### config.mk
export PLATFORM = sky130hd
export DESIGN_NAME = rgb_segment_sram_writer
export DESIGN_NICKNAME = d
export VERILOG_FILES = /design/src/rtl/rgb_segment_sram_writer.sv
export SDC_FILE = /design/constraint.sdc
export NUM_CORES = 1
export LEC_CHECK = 0
export ABC_AREA = 1
export BUFFER_PORTS_ARGS = -buffer_cell sky130_fd_sc_hd__buf_2
export CAP_MARGIN = 20
export CORE_ASPECT_RATIO = 1.75
export CORE_MARGIN = 3
export CORE_UTILIZATION = 54
export CTS_CLUSTER_DIAMETER = 150
export DETAILED_ROUTE_END_ITERATION = 6
export PLACE_DENSITY = 0.88
export SETUP_SLACK_MARGIN = 0.02
export SLEW_MARGIN = 25
export SYNTH_ARGS = -nofsm -noshare
export SYNTH_HDL_FRONTEND = slang
export SYNTH_SLANG_ARGS = --single-unit
### constraint.sdc
create_clock -name Clock_50 -period 1.8 [get_ports Clock_50]
set_input_delay 0.18 -clock Clock_50 [delete_from_list [all_inputs] [get_ports Clock_50]]
set_output_delay 0.18 -clock Clock_50 [all_outputs]
set_load 0.02 [all_outputs]
### src/rtl/rgb_segment_sram_writer.sv
// rgb_segment_sram_writer
//
// Packs a raster-order 24-bit RGB pixel stream into the segmented SRAM
// layout read back by the VGA fetch stage. Every group of 4 pixels
// (P0..P3) becomes 6 word writes:
//   red pairs   {P0.R,P1.R} {P2.R,P3.R} at RED_START   + 2q, 2q+1
//   green pairs {P0.G,P1.G} {P2.G,P3.G} at GREEN_START + 2q, 2q+1
//   blue even   {P0.B,P2.B}             at BLUE_EVEN_START + q
//   blue odd    {P1.B,P3.B}             at BLUE_ODD_START  + q
// The earlier pixel always lands in bits [15:8].
//
// Optional build macro: WRITE_OVERLAP_EN adds a 4-pixel shadow buffer so
// the next quad is collected while the current one is being written.
//
// Ports:
//   Clock_50        system clock, all logic on posedge
//   Resetn          asynchronous active-low reset (aborts any frame)
//   Start           one-cycle pulse, begins a frame fill (ignored unless idle)
//   Pixel_valid     upstream pixel valid
//   Pixel_ready     registered ready towards upstream
//   Pixel_R/G/B     current pixel colour
//   SRAM_address    word address to SRAM_controller
//   SRAM_write_data write data to SRAM_controller
//   SRAM_we_n       active-low write enable to SRAM_controller
//   Busy            high from Start accept until Done
//   Done            one-cycle pulse after the last write of the frame
//   debug_state     current FSM state
//
// Handshake: a pixel moves on every rising edge where Pixel_valid and
// Pixel_ready are both high. Pixel_ready is registered, so it is stable for
// the whole cycle; upstream may raise or drop Pixel_valid at any time and
// must hold the pixel data while Pixel_valid is high and Pixel_ready is low.
module rgb_segment_sram_writer #(
  parameter logic [17:0] RED_START_ADDRESS       = 18'd0,
  parameter logic [17:0] GREEN_START_ADDRESS     = 18'd38400,
  parameter logic [17:0] BLUE_EVEN_START_ADDRESS = 18'd76800,
  parameter logic [17:0] BLUE_ODD_START_ADDRESS  = 18'd96000,
  parameter int          NUM_QUADS               = 19200
) (
  input  logic        Clock_50,
  input  logic        Resetn,
  input  logic        Start,
  input  logic        Pixel_valid,
  output logic        Pixel_ready,
  input  logic [7:0]  Pixel_R,
  input  logic [7:0]  Pixel_G,
  input  logic [7:0]  Pixel_B,
  output logic [17:0] SRAM_address,
  output logic [15:0] SRAM_write_data,
  output logic        SRAM_we_n,
  output logic        Busy,
  output logic        Done,
  output logic [3:0]  debug_state
);

  typedef enum logic [3:0] {
    S_IDLE, S_COLLECT,
    S_WRITE_0, S_WRITE_1, S_WRITE_2, S_WRITE_3, S_WRITE_4, S_WRITE_5,
    S_FINISH
  } state_t;

  localparam logic [17:0] LAST_QUAD = 18'(NUM_QUADS - 1);

  state_t            state, state_n;
  logic [17:0]       quad_counter, quad_n;
  logic [1:0]        pixel_index, index_n;
  logic [3:0][23:0]  pix, pix_n;          // [23:16]=R [15:8]=G [7:0]=B
  logic [17:0]       addr_n;
  logic [15:0]       data_n;
  logic              we_n_n, ready_n, busy_n, done_n;
  logic [23:0]       pixel_in;
  logic              transfer;
  logic [17:0]       q2;

`ifdef WRITE_OVERLAP_EN
  logic [3:0][23:0]  shadow, shadow_n;
  logic [2:0]        shadow_count, shadow_count_n;
`endif

  assign pixel_in    = {Pixel_R, Pixel_G, Pixel_B};
  assign transfer    = Pixel_valid && Pixel_ready;
  assign q2          = {quad_counter[16:0], 1'b0};
  assign debug_state = state;

  always_comb begin
    state_n = state;
    quad_n  = quad_counter;
    index_n = pixel_index;
    pix_n   = pix;
    addr_n  = SRAM_address;
    data_n  = SRAM_write_data;
    we_n_n  = 1'b1;
    ready_n = Pixel_ready;
    busy_n  = Busy;
    done_n  = 1'b0;
`ifdef WRITE_OVERLAP_EN
    shadow_n       = shadow;
    shadow_count_n = shadow_count;
    // While the current quad is written, the next one fills the shadow.
    // No pixels beyond the final quad are ever accepted.
    if (state inside {S_WRITE_0, S_WRITE_1, S_WRITE_2, S_WRITE_3, S_WRITE_4, S_WRITE_5}) begin
      if (transfer) begin
        shadow_n[shadow_count[1:0]] = pixel_in;
        shadow_count_n              = shadow_count + 3'd1;
      end
      ready_n = (quad_counter != LAST_QUAD) && (shadow_count_n != 3'd4);
    end
`endif

    case (state)
      S_IDLE: begin
        ready_n = 1'b0;
        if (Start) begin
          busy_n  = 1'b1;
          quad_n  = '0;
          index_n = '0;
          ready_n = 1'b1;
          state_n = S_COLLECT;
        end
      end
      S_COLLECT: begin
        if (transfer) begin
          pix_n[pixel_index] = pixel_in;
          index_n            = pixel_index + 2'd1;
          if (pixel_index == 2'd3) begin
`ifdef WRITE_OVERLAP_EN
            ready_n = (quad_counter != LAST_QUAD);
`else
            ready_n = 1'b0;
`endif
            index_n = '0;
            state_n = S_WRITE_0;
          end
        end
      end
      S_WRITE_0: begin
        we_n_n  = 1'b0;
        addr_n  = RED_START_ADDRESS + q2;
        data_n  = {pix[0][23:16], pix[1][23:16]};
        state_n = S_WRITE_1;
      end
      S_WRITE_1: begin
        we_n_n  = 1'b0;
        addr_n  = RED_START_ADDRESS + q2 + 18'd1;
        data_n  = {pix[2][23:16], pix[3][23:16]};
        state_n = S_WRITE_2;
      end
      S_WRITE_2: begin
        we_n_n  = 1'b0;
        addr_n  = GREEN_START_ADDRESS + q2;
        data_n  = {pix[0][15:8], pix[1][15:8]};
        state_n = S_WRITE_3;
      end
      S_WRITE_3: begin
        we_n_n  = 1'b0;
        addr_n  = GREEN_START_ADDRESS + q2 + 18'd1;
        data_n  = {pix[2][15:8], pix[3][15:8]};
        state_n = S_WRITE_4;
      end
      S_WRITE_4: begin
        we_n_n  = 1'b0;
        addr_n  = BLUE_EVEN_START_ADDRESS + quad_counter;
        data_n  = {pix[0][7:0], pix[2][7:0]};
        state_n = S_WRITE_5;
      end
      S_WRITE_5: begin
        we_n_n = 1'b0;
        addr_n = BLUE_ODD_START_ADDRESS + quad_counter;
        data_n = {pix[1][7:0], pix[3][7:0]};
        if (quad_counter == LAST_QUAD) begin
          ready_n = 1'b0;
          state_n = S_FINISH;
        end else begin
          quad_n  = quad_counter + 18'd1;
          ready_n = 1'b1;
          state_n = S_COLLECT;
`ifdef WRITE_OVERLAP_EN
          // Hand the shadow over; a full shadow skips the collect cycle.
          pix_n          = shadow_n;
          index_n        = shadow_count_n[1:0];
          shadow_count_n = '0;
          if (shadow_count_n == 3'd4) begin
            state_n = S_WRITE_0;
            ready_n = (quad_n != LAST_QUAD);
          end
`endif
        end
      end
      S_FINISH: begin
        busy_n  = 1'b0;
        done_n  = 1'b1;
        ready_n = 1'b0;
        state_n = S_IDLE;
      end
      default: state_n = S_IDLE;
    endcase
  end

  always_ff @(posedge Clock_50 or negedge Resetn) begin
    if (!Resetn) begin
      state           <= S_IDLE;
      quad_counter    <= '0;
      pixel_index     <= '0;
      pix             <= '0;
      SRAM_address    <= '0;
      SRAM_write_data <= '0;
      SRAM_we_n       <= 1'b1;
      Pixel_ready     <= 1'b0;
      Busy            <= 1'b0;
      Done            <= 1'b0;
    end else begin
      state           <= state_n;
      quad_counter    <= quad_n;
      pixel_index     <= index_n;
      pix             <= pix_n;
      SRAM_address    <= addr_n;
      SRAM_write_data <= data_n;
      SRAM_we_n       <= we_n_n;
      Pixel_ready     <= ready_n;
      Busy            <= busy_n;
      Done            <= done_n;
    end
  end

`ifdef WRITE_OVERLAP_EN
  always_ff @(posedge Clock_50 or negedge Resetn) begin
    if (!Resetn) begin
      shadow       <= '0;
      shadow_count <= '0;
    end else begin
      shadow       <= shadow_n;
      shadow_count <= shadow_count_n;
    end
  end
`endif

endmodule

==> impl_metrics.json, run 1 <==
{
  "clock_power_share": 0.499,
  "post_route_non_filler_standard_cell_count": 1301,
  "detailedPlacementHpwl_mm": 16.07,
  "max_stage_delay_ns": 0.44,
  "drt_first_pass_iters": 5,
  "setup.reg_to_reg.worst_slack_ns": 0.08,
  "finalHoldViolations": 0,
  "place.gp.congestion": 0.9738,
  "count_of_pins_on_the_block_boundary": 70,
  "gr-usage-all-layers": 0.2941,
  "grt_antenna_before_repair": 0,
  "postRouteWirelength_mm": 23.67,
  "worst_endpoint_required_time_ns": 2.10,
  "tritoncts": "done",
  "power.internal_mw": 5.613,
  "yosys.area.top_type": "sky130_fd_sc_hd__dfrtp_1",
  "max_slew_margin": 0.7019,
  "syn_area_um2": 7969,
  "globalRouteOverflowTotal": 0,
  "setup_viol": 0,
  "placedCellCount": 1266,
  "synthDistinctLibCells": 33,
  "wire_per_inst_um": 18.20,
  "yosys_register_bits": 158,
  "fraction_of_the_yosys_area_taken_by_sequential_cells": 0.4963,
  "netlist.area_leader.share": 0.4930,
  "netlist_top_cells_area": "sky130_fd_sc_hd__dfrtp_1 (49%), sky130_fd_sc_hd__nand2_1 (13%), sky130_fd_sc_hd__nand3_1 (6.5%)",
  "clock.fmax_ghz": 0.5814,
  "diodes": 0,
  "critical_path_class": "flop to flop",
  "combinational_power_share": 0.021,
  "final_core_utilization": 0.6630,
  "powerDensity_nw_per_um2": 773.1,
  "critPathLaunchType": "flop",
  "critPathMaxFanout": 19,
  "critical_path_arrival_ns": 2.02,
  "placement.io_buffers": 69,
  "die_h_um": 166.7,
  "final_layout_size_suffix_gt1_frac": 0.2052,
  "design.die.area_um2": 16310,
  "fin_nets": 1148,
  "postSynthAreaPerCell_um2": 7.953,
  "crit_path_cell_trace": "inv_1 -> nand2_2 -> inv_2 -> buf_12 -> nand3_1 -> nand3_1 -> a21oi_1 -> a21oi_1",
  "finalMaxSlewViolations": 0,
  "grt_setup_unrepaired": "yes",
  "hold_path.class": "input port to flop",
  "yosysWarnings": 0,
  "1st_iter_drt_viols": 633,
  "fin_worst_skew_ns": 0.009676,
  "drc_errors": 0,
  "clkTransAtPathRegs_ns": 0.07,
  "grt_pass1_vias": 7704,
  "setup_tns_ns": 0,
  "htree_num_levels": 4,
  "outcome": "finished, final reports clean",
  "maxCapViolCount": 0,
  "grt_first_pass_wirelength_mm": 38.25,
  "design.core.area_um2": 14440,
  "power.share.switching": 0.2416,
  "min_period_ns": 1.720,
  "fin_worst_hold_slack_ns": 0.03863,
  "postSynthNetCount": 1042,
  "syn-instance-count": 1002,
  "start_util": 0.5518,
  "largest_net_degree_at_the_start_of_global_routing": 49,
  "leakagePower_nw": 4.776,
  "fillers": 1121,
  "die_x_um": 97.83,
  "crit_path_end_kind": "flop",
  "clock_sink_count": 158,
  "antenna_violating_nets_post_route": 0,
  "dr_vias": 7760,
  "total_power_mw": 7.401,
  "ir_drop_v": 0.0007131,
  "drt-vias-per-instance": 5.965,
  "cts_made_buffers": 17,
  "power_switching_mw": 1.788,
  "timing.final.crit_share": 0.9555,
  "clk_path_buf_depth": 2,
  "worstMarginPinSlew_ns": 0.4471,
  "area_growth_from_synthesis_to_final_layout_pct": 20.14,
  "worst_path_max_delay_cell": "sky130_fd_sc_hd__dfrtp_1",
  "clk_lat_worst_skew_ns": 0.43,
  "cts.root.buffer_cell": "sky130_fd_sc_hd__clkbuf_16",
  "pwr-share-seq": 0.479,
  "fp-row-count": 58
}
registers in the layout (all words and copies together) (netlist names):
| register | cells |
|---|---|
| debug_state | 4 |
| SRAM_we_n | 1 |
| quad_counter | 18 |
| pix | 96 |
| Busy | 1 |
| Done | 1 |
| SRAM_address | 18 |
| Pixel_ready | 1 |
| SRAM_write_data | 16 |
| pixel_index | 2 |
cell usage after synthesis, drive strengths merged:
library cell  count
dfstp             1
a21oi            50
a22oi             6
nand3           104
dfrtp           157
ha               12
xor2              3
o22ai             2
nor2             68
nand4            13
inv              83
nand3b            1
xnor2             3
a211oi            1
o2111ai           1
nor3              7
o211ai            5
nand2           283
a31oi            16
buf              35
o21ai           128
clkbuf           22
or2               1
power by group through the flow:
| stage | Combinational, mW | Clock, mW | Sequential [mW] |
|---|---|---|---|
| after detailed placement | 0.159 | 0 | 3.62 |
| after global placement | 0.156 | 0 | 3.62 |
| after global routing | 0.180 | 3.86 | 3.55 |
| after floorplan | 0.0283 | 0 | 3.62 |
| after CTS | 0.162 | 3.71 | 3.55 |
| final | 0.158 | 3.69 | 3.55 |
cell type report:
class / count / area [um^2] / area share
repair buffers: 144 / 1037 / 0.1083
multi-input cells: 704 / 3427 / 0.3579
flip-flops and latches: 158 / 3959 / 0.4135
well taps: 180 / 225.2 / 0.02352
clock buffers: 18 / 439.2 / 0.04587
clock inverters: 14 / 171.4 / 0.01790
inverters: 83 / 315.3 / 0.03293
layer usage:
metal  track usage  share of wire  up-vias
met2        0.5154           0.53      419
met4        0.2104          0.072        0
li1              -              -     3524
met1        0.3190           0.34     3704
met3       0.04233          0.064      113
met5             0              0        -
cell families after synthesis:
family,Yosys count,share of synthesized area
fa+ha+maj,12,0.01884
compound gates,209,0.1440
flops,158,0.4963
simple gates,477,0.2550
xor+xnor,6,0.006596
buf+inv,140,0.07929
layout by cell type, fill, tap and decap left out, drive strengths merged, types with 6 or more instances in the layout:
cell,instances
a21oi,50
a22oi,6
a31oi,16
buf,143
clkbuf,18
dfrtp,157
ha,12
inv,90
nand2,283
nand3,104
nand4,13
nor2,68
nor3,7
o21ai,128
critical path, delay by kind of cell, from the launching register on:
family                 cells  cell delay, ns
DFF                        1            0.44
and+or+nand+nor            3            0.38
buffers and inverters      3            0.35
AOI/OAI and AO/OA          2            0.41
metrics by stage:
step / cell area, um^2 / worst slack (ns)
final: 9574 / 0.08006
after global routing: 9574 / 0.004593
after CTS: 9489 / 0.04685
after detailed placement: 8866 / 0.03389
after global placement: 8866 / 0.09326
after floorplan: 7969 / 0.06168
repair_timing:
action,4_1_cts,5_1_grt
pin swaps,0,1
gates resized for setup,1,19
buffers inserted,0,2
hold buffers,1,0
setup endpoints to repair,10,94
hold endpoints to repair,39,0
worst paths after layout:
path / start / end / depth (start not counted)
setup / recovery: debug_state[3]$_DFFE_PN0P_ / SRAM_write_data[2]$_DFFE_PN0N_ / 8
hold reg to reg: pix[35]$_DFFE_PN0P_ / pix[35]$_DFFE_PN0P_ / 2
setup reg to reg: debug_state[3]$_DFFE_PN0P_ / SRAM_write_data[2]$_DFFE_PN0N_ / 8
hold / removal: Pixel_G[2] / pix[34]$_DFFE_PN0P_ / 3
max in group asynchronous: Resetn / SRAM_write_data[6]$_DFFE_PN0N_ / 3
min in group asynchronous: Resetn / SRAM_address[4]$_DFFE_PN0N_ / 2
(Power assumes the default switching activity.)
==> inputs of run 2 (changes only) <==
--- a/config.mk
+++ b/config.mk
@@ -13,7 +13,7 @@
 export CORE_UTILIZATION = 54
 export CTS_CLUSTER_DIAMETER = 150
 export DETAILED_ROUTE_END_ITERATION = 6
-export PLACE_DENSITY = 0.88
+export PLACE_DENSITY = 0.73
 export SETUP_SLACK_MARGIN = 0.02
 export SLEW_MARGIN = 25
 export SYNTH_ARGS = -nofsm -noshare
==> run 2 against run 1 <==
Against the previous run: clock skew increased by 0.0028 ns; maximum frequency grew 1.3%; clock-buffer cell count unchanged; critical path depth rose by 1; largest power group unchanged.
==> impl_metrics.json, run 2 (synthesis results as in run 1) <==
{
  "hold_path.class": "input port to flop",
  "critPathLaunch": "debug_state[3]$_DFFE_PN0P_",
  "critPathLaunchType": "flop",
  "worstHoldPathCells": 3,
  "diodes": 0,
  "fin_ws_ns": 0.1025,
  "count_of_pins_on_the_block_boundary": 70,
  "leakagePower_nw": 4.774,
  "placement.io_buffers": 69,
  "largest_net_degree_at_the_start_of_global_routing": 53,
  "worst_endpoint_required_time_ns": 2.14,
  "timing.rr.start": "debug_state[3]$_DFFE_PN0P_",
  "clk_path_buf_depth": 2,
  "setup.reg_to_reg.worst_slack_ns": 0.10,
  "final_common_cell": "sky130_fd_sc_hd__nand2_1",
  "htree_num_levels": 4,
  "clkTransAtPathRegs_ns": 0.07,
  "max_stage_delay_ns": 0.40,
  "critical_path_arrival_ns": 2.04,
  "gr_layer_usage_met3": 0.03437,
  "finalInstanceArea_um2": 9555,
  "wire_per_inst_um": 17.00,
  "maxCapViolCount": 0,
  "outcome": "finished, final reports clean",
  "met2_usage": 0.5095,
  "hold-path-endpoint": "pix[41]$_DFFE_PN0P_",
  "die_h_um": 166.7,
  "die_x_um": 97.83,
  "grt_pass1_vias": 7230,
  "most-common-layout-cells": "sky130_fd_sc_hd__nand2_1 (274), sky130_fd_sc_hd__dfrtp_1 (155), sky130_fd_sc_hd__nand3_1 (103), sky130_fd_sc_hd__o21ai_1 (95), sky130_fd_sc_hd__buf_4 (71)",
  "final_core_utilization": 0.6617,
  "ir_drop_v": 0.0007125,
  "1st_iter_drt_viols": 494,
  "clk_lat_worst_skew_ns": 0.42,
  "post_dp_cell_area_um2": 8891,
  "clock_sink_count": 158,
  "grtUsageMet1": 0.2934,
  "place.gp.congestion": 0.9618,
  "worstMarginPinSlew_ns": 0.5806,
  "fillers": 1262,
  "postRouteWirelength_mm": 22.18,
  "layer_with_the_highest_usage_after_global_routing": "met2",
  "fp-row-count": 58,
  "crit_path_cell_trace": "inv_1 -> nand2_2 -> nor2_2 -> buf_4 -> nand2_1 -> nand3_1 -> a21oi_1 -> buf_4 -> a21oi_1",
  "final_layout_size_suffix_gt1_frac": 0.2062,
  "area_growth_from_synthesis_to_final_layout_pct": 19.91,
  "grt_setup_unrepaired": "yes",
  "cts_made_buffers": 17,
  "dr_vias": 7318,
  "drt_first_pass_iters": 5,
  "clock_power_share": 0.490,
  "drt-vias-per-instance": 5.608,
  "setup_viol": 0,
  "finalHoldViolations": 0,
  "globalRouteOverflowTotal": 0,
  "holdCritStartpoint": "Pixel_R[1]",
  "crit_path_end_kind": "flop",
  "power_switching_mw": 1.774,
  "critical_path_class": "flop to flop",
  "critical_path.reg2reg.endpoint": "SRAM_write_data[11]$_DFFE_PN0N_",
  "power.internal_mw": 5.496,
  "largest_register": "pix",
  "placement.setup.worst_slack_ns": 0.08049,
  "pwr-share-seq": 0.488,
  "antenna_violating_nets_post_route": 0,
  "powerDensity_nw_per_um2": 760.8,
  "start_util": 0.5518,
  "max_slew_margin": 0.6125,
  "drc_errors": 0,
  "top_regs": "pix (96), SRAM_address (18), quad_counter (18)",
  "largest_register_ffs": 96,
  "timing.final.crit_share": 0.9431,
  "tritoncts": "done",
  "cts.root.buffer_cell": "sky130_fd_sc_hd__clkbuf_16",
  "fin_worst_skew_ns": 0.01247,
  "detailedPlacementHpwl_mm": 15.64,
  "gr-usage-all-layers": 0.2753,
  "min_period_ns": 1.698,
  "worstRegToRegCells": 9,
  "worst_path_max_delay_cell": "sky130_fd_sc_hd__dfrtp_1",
  "power.share.switching": 0.2440,
  "grt_first_pass_wirelength_mm": 35.68,
  "critPathMaxFanout": 8,
  "design.core.area_um2": 14440,
  "finalMaxSlewViolations": 0,
  "clock.fmax_ghz": 0.5891,
  "fin_nets": 1152,
  "grt_antenna_before_repair": 0,
  "design.die.area_um2": 16310,
  "combinational_power_share": 0.022
}
run 2: what timing repair did:
item                       4_1_cts  5_1_grt
setup buffers                    0        1
gates cloned                     0        0
hold buffers                     1        0
hold endpoints to repair        46        0
gates resized for setup          1       15
pin swaps                        0        3
setup endpoints to repair        1       99
run 2: worst max-delay path: cells and delay by family, from the launching register on:
family | cells | cell delay, ns
buffers and inverters | 3 | 0.48
AND/OR/NAND/NOR | 4 | 0.57
AO/OA/AOI/OAI | 2 | 0.18
flip-flops | 1 | 0.40
run 2: final cells by class:
type / count / area [um^2] / share of cell area
sequential: 158 / 3958 / 0.4142
multi-input combinational: 704 / 3425 / 0.3584
timing repair buffer: 148 / 1035 / 0.1083
clock buffer: 18 / 439.2 / 0.04596
inverter: 83 / 311.5 / 0.03260
tap: 180 / 225.2 / 0.02357
clock inverter: 14 / 162.7 / 0.01702
run 2: routing by layer:
layer	vias up	wire length (um)	part of all wire
met5	-	0	0
met4	0	1265	0.057
met3	73	983	0.044
met2	247	12080	0.54
met1	3472	7856	0.35
li1	3526	-	-
run 2: worst max-delay path by stage:
stage	cells past startpoint	slack [ns]	end
6_report	9	0.10	SRAM_write_data[11]$_DFFE_PN0N_
5_1_grt	8	-0.05	SRAM_address[13]$_DFFE_PN0N_
4_1_cts	10	0.06	quad_counter[12]$_DFFE_PN0P_
3_5_place_dp	10	0.08	quad_counter[14]$_DFFE_PN0P_
3_3_place_gp	11	0.10	SRAM_address[12]$_DFFE_PN0N_
2_1_floorplan	9	0.06	SRAM_address[16]$_DFFE_PN0N_
run 2: per-stage QoR:
| step | power (mW) | hold slack [ns] | cells | TNS (ns) |
|---|---|---|---|---|
| CTS | 7.324 | 0.04331 | 1304 | 0 |
| detailed placement | 3.779 | 0.1772 | 1271 | 0 |
| global placement | 3.778 | 0.1794 | 1271 | 0 |
| finish | 7.270 | 0.04669 | 1305 | 0 |
| floorplan | 3.646 | -0.1156 | 1002 | 0 |
| global route | 7.495 | 0.05660 | 1305 | -0.08717 |
run 2: power by group through the flow:
stage	sequential, mW	clock (mW)	combinational [mW]
global placement	3.62	0	0.162
detailed placement	3.62	0	0.162
floorplan	3.62	0	0.0283
global route	3.55	3.77	0.182
CTS	3.55	3.61	0.165
finish	3.55	3.56	0.159
==> inputs of run 3 (changes only) <==
--- a/config.mk
+++ b/config.mk
@@ -8,12 +8,13 @@
 export ABC_AREA = 1
 export BUFFER_PORTS_ARGS = -buffer_cell sky130_fd_sc_hd__buf_2
 export CAP_MARGIN = 20
-export CORE_ASPECT_RATIO = 1.75
+export CORE_ASPECT_RATIO = 0.5
 export CORE_MARGIN = 3
-export CORE_UTILIZATION = 54
+export CORE_UTILIZATION = 56
+export CTS_BUF_LIST = sky130_fd_sc_hd__clkbuf_4 sky130_fd_sc_hd__clkbuf_8
 export CTS_CLUSTER_DIAMETER = 150
 export DETAILED_ROUTE_END_ITERATION = 6
-export PLACE_DENSITY = 0.73
+export PLACE_DENSITY = 0.76
 export SETUP_SLACK_MARGIN = 0.02
 export SLEW_MARGIN = 25
 export SYNTH_ARGS = -nofsm -noshare
==> run 3 against run 2 <==
Against the previous run: global-route usage decreased by 0.67 points; combinational power about the same; flip-flop and latch count did not move; clock power is 28% lower.
==> impl_metrics.json, run 3 (synthesis results as in run 1) <==
{
  "outcome": "finished, final reports clean",
  "critPathMaxFanout": 32,
  "timing.final.crit_share": 0.9329,
  "fin_nets": 1130,
  "cts.root.buffer_cell": "sky130_fd_sc_hd__clkbuf_8",
  "critical_path_class": "flop to flop",
  "detailedPlacementHpwl_mm": 13.93,
  "max_slew_margin": 0.6259,
  "critPathLaunchType": "flop",
  "finalMaxSlewViolations": 0,
  "critical_path_arrival_ns": 2.01,
  "antenna_violating_nets_post_route": 0,
  "hold_path.class": "input port to flop",
  "design.die.area_um2": 15780,
  "drt-vias-per-instance": 5.521,
  "critical_path.reg2reg.endpoint": "SRAM_write_data[13]$_DFFE_PN0N_",
  "die_h_um": 90.35,
  "fin_ws_ns": 0.1207,
  "place.gp.congestion": 0.8958,
  "design.core.area_um2": 13740,
  "wire_per_inst_um": 16.07,
  "final_layout_size_suffix_gt1_frac": 0.1859,
  "worstRegToRegCells": 7,
  "placement.io_buffers": 69,
  "die_x_um": 174.7,
  "clock.fmax_ghz": 0.5955,
  "critPathLaunch": "debug_state[3]$_DFFE_PN0P_",
  "final_common_cell": "sky130_fd_sc_hd__nand2_1",
  "ir_drop_v": 0.0004047,
  "clk_path_buf_depth": 2,
  "most-common-layout-cells": "sky130_fd_sc_hd__nand2_1 (276), sky130_fd_sc_hd__dfrtp_1 (153), sky130_fd_sc_hd__nand3_1 (103), sky130_fd_sc_hd__o21ai_1 (95), sky130_fd_sc_hd__inv_1 (70)",
  "setup_tns_ns": 0,
  "met1_length_mm": 9.499,
  "largest_net_degree_at_the_start_of_global_routing": 55,
  "cts_made_buffers": 17,
  "globalRouteOverflowTotal": 0,
  "finalHoldViolations": 0,
  "setup_viol": 0,
  "fin_worst_skew_ns": 0.01368,
  "area_growth_from_synthesis_to_final_layout_pct": 15.86,
  "setup.reg_to_reg.worst_slack_ns": 0.12,
  "1st_iter_drt_viols": 641,
  "clkTransAtPathRegs_ns": 0.10,
  "post_route_non_filler_standard_cell_count": 1295,
  "met2_length_mm": 9.798,
  "worst_endpoint_required_time_ns": 2.13,
  "drt_first_pass_iters": 7,
  "timing.rr.start": "debug_state[3]$_DFFE_PN0P_",
  "fp-row-count": 30,
  "crit_end": "SRAM_write_data[13]$_DFFE_PN0N_",
  "drc_errors": 0,
  "largest_register_ffs": 96,
  "worstMarginPinSlew_ns": 0.5611,
  "gr-usage-all-layers": 0.2686,
  "grt_first_pass_wirelength_mm": 34.47,
  "grt_antenna_before_repair": 0,
  "diodes": 0,
  "final_core_utilization": 0.6720,
  "grt_pass1_vias": 6822,
  "placedCellCount": 1260,
  "clk_lat_worst_skew_ns": 0.45,
  "count_of_pins_on_the_block_boundary": 70,
  "postRouteWirelength_mm": 20.81,
  "powerDensity_nw_per_um2": 677.1,
  "min_period_ns": 1.679,
  "dr_wl_met3_mm": 1.175,
  "dr_vias": 7150,
  "clock_sink_count": 158,
  "placement.setup.worst_slack_ns": 0.09185,
  "leakagePower_nw": 4.599,
  "grt_setup_unrepaired": "yes",
  "maxCapViolCount": 0,
  "start_util": 0.5801,
  "largest_register": "pix",
  "post_cts.repair.setup_buffers": 0,
  "topRoutingLayerUsed": "met4",
  "crit_path_end_kind": "flop",
  "top_regs": "pix (96), SRAM_address (18), quad_counter (18)",
  "tritoncts": "done",
  "htree_num_levels": 4
}
-- run 3: changes by cell type in the layout (fill, tap and decap cells not counted), sizes merged --
cell / previous run / this run
buf: 147 / 123
clkinv: 7 / 3
clkinvlp: 0 / 2
inv: 90 / 92
clkbuf: 18 / 19
dlygate4sd3: 1 / 2
-- run 3: where the power goes --
| part | leakage (nW) | switching (mW) | total [mW] | internal (mW) |
|---|---|---|---|---|
| logic | 2.27 | 0.116 | 0.158 | 0.0417 |
| registers | 2.14 | 0 | 3.55 | 3.55 |
| clock network | 0.187 | 1.51 | 2.55 | 1.04 |
-- run 3: critical path: stages, from the launching register on --
cell	delay (ns)
sky130_fd_sc_hd__dfrtp_1	0.42
sky130_fd_sc_hd__inv_1	0.11
sky130_fd_sc_hd__nand2_2	0.17
sky130_fd_sc_hd__nand2_1	0.21
sky130_fd_sc_hd__buf_12	0.21
sky130_fd_sc_hd__nand2_1	0.08
sky130_fd_sc_hd__a31oi_1	0.24
sky130_fd_sc_hd__a21oi_1	0.12
-- run 3: layout make-up --
class / instances / area, um^2
Inverter: 83 / 311.5
Clock buffer: 18 / 247.7
Timing Repair Buffer: 126 / 952.2
Clock inverter: 14 / 120.1
Sequential cell: 158 / 3960
Multi-Input combinational cell: 704 / 3401
Tap cell: 192 / 240.2
Fill cell: 1171 / 4506
-- run 3: worst min-delay path by stage --
stage | startpoint | cells past startpoint | endpoint
global route | Pixel_R[1] | 3 | pix[41]$_DFFE_PN0P_
global placement | Resetn | 1 | quad_counter[6]$_DFFE_PN0P_
floorplan | Resetn | 0 | Busy$_DFFE_PN0P_
CTS | Pixel_G[3] | 3 | pix[59]$_DFFE_PN0P_
finish | Pixel_G[3] | 3 | pix[59]$_DFFE_PN0P_
detailed placement | Resetn | 1 | quad_counter[6]$_DFFE_PN0P_
-- run 3: what timing repair did --
action	4_1_cts	5_1_grt
hold endpoints to repair	50	0
hold buffers	2	0
gates resized for setup	0	11
setup endpoints to repair	0	68
-- run 3: layer usage --
layer	GRT usage	up-vias
li1	-	3494
met5	0	-
met3	0.04408	30
met2	0.4287	251
met4	0.07958	0
met1	0.3814	3375
-- run 3: metrics by stage --
step                total power [mW]  cell area [um^2]  hold slack [ns]
floorplan                      3.646              7969          -0.1156
global route                   6.484              9233          0.01721
detailed placement             3.775              8796           0.1837
finish                         6.252              9233          0.01657
CTS                            6.301              9184         0.001139
global placement               3.773              8796           0.1793
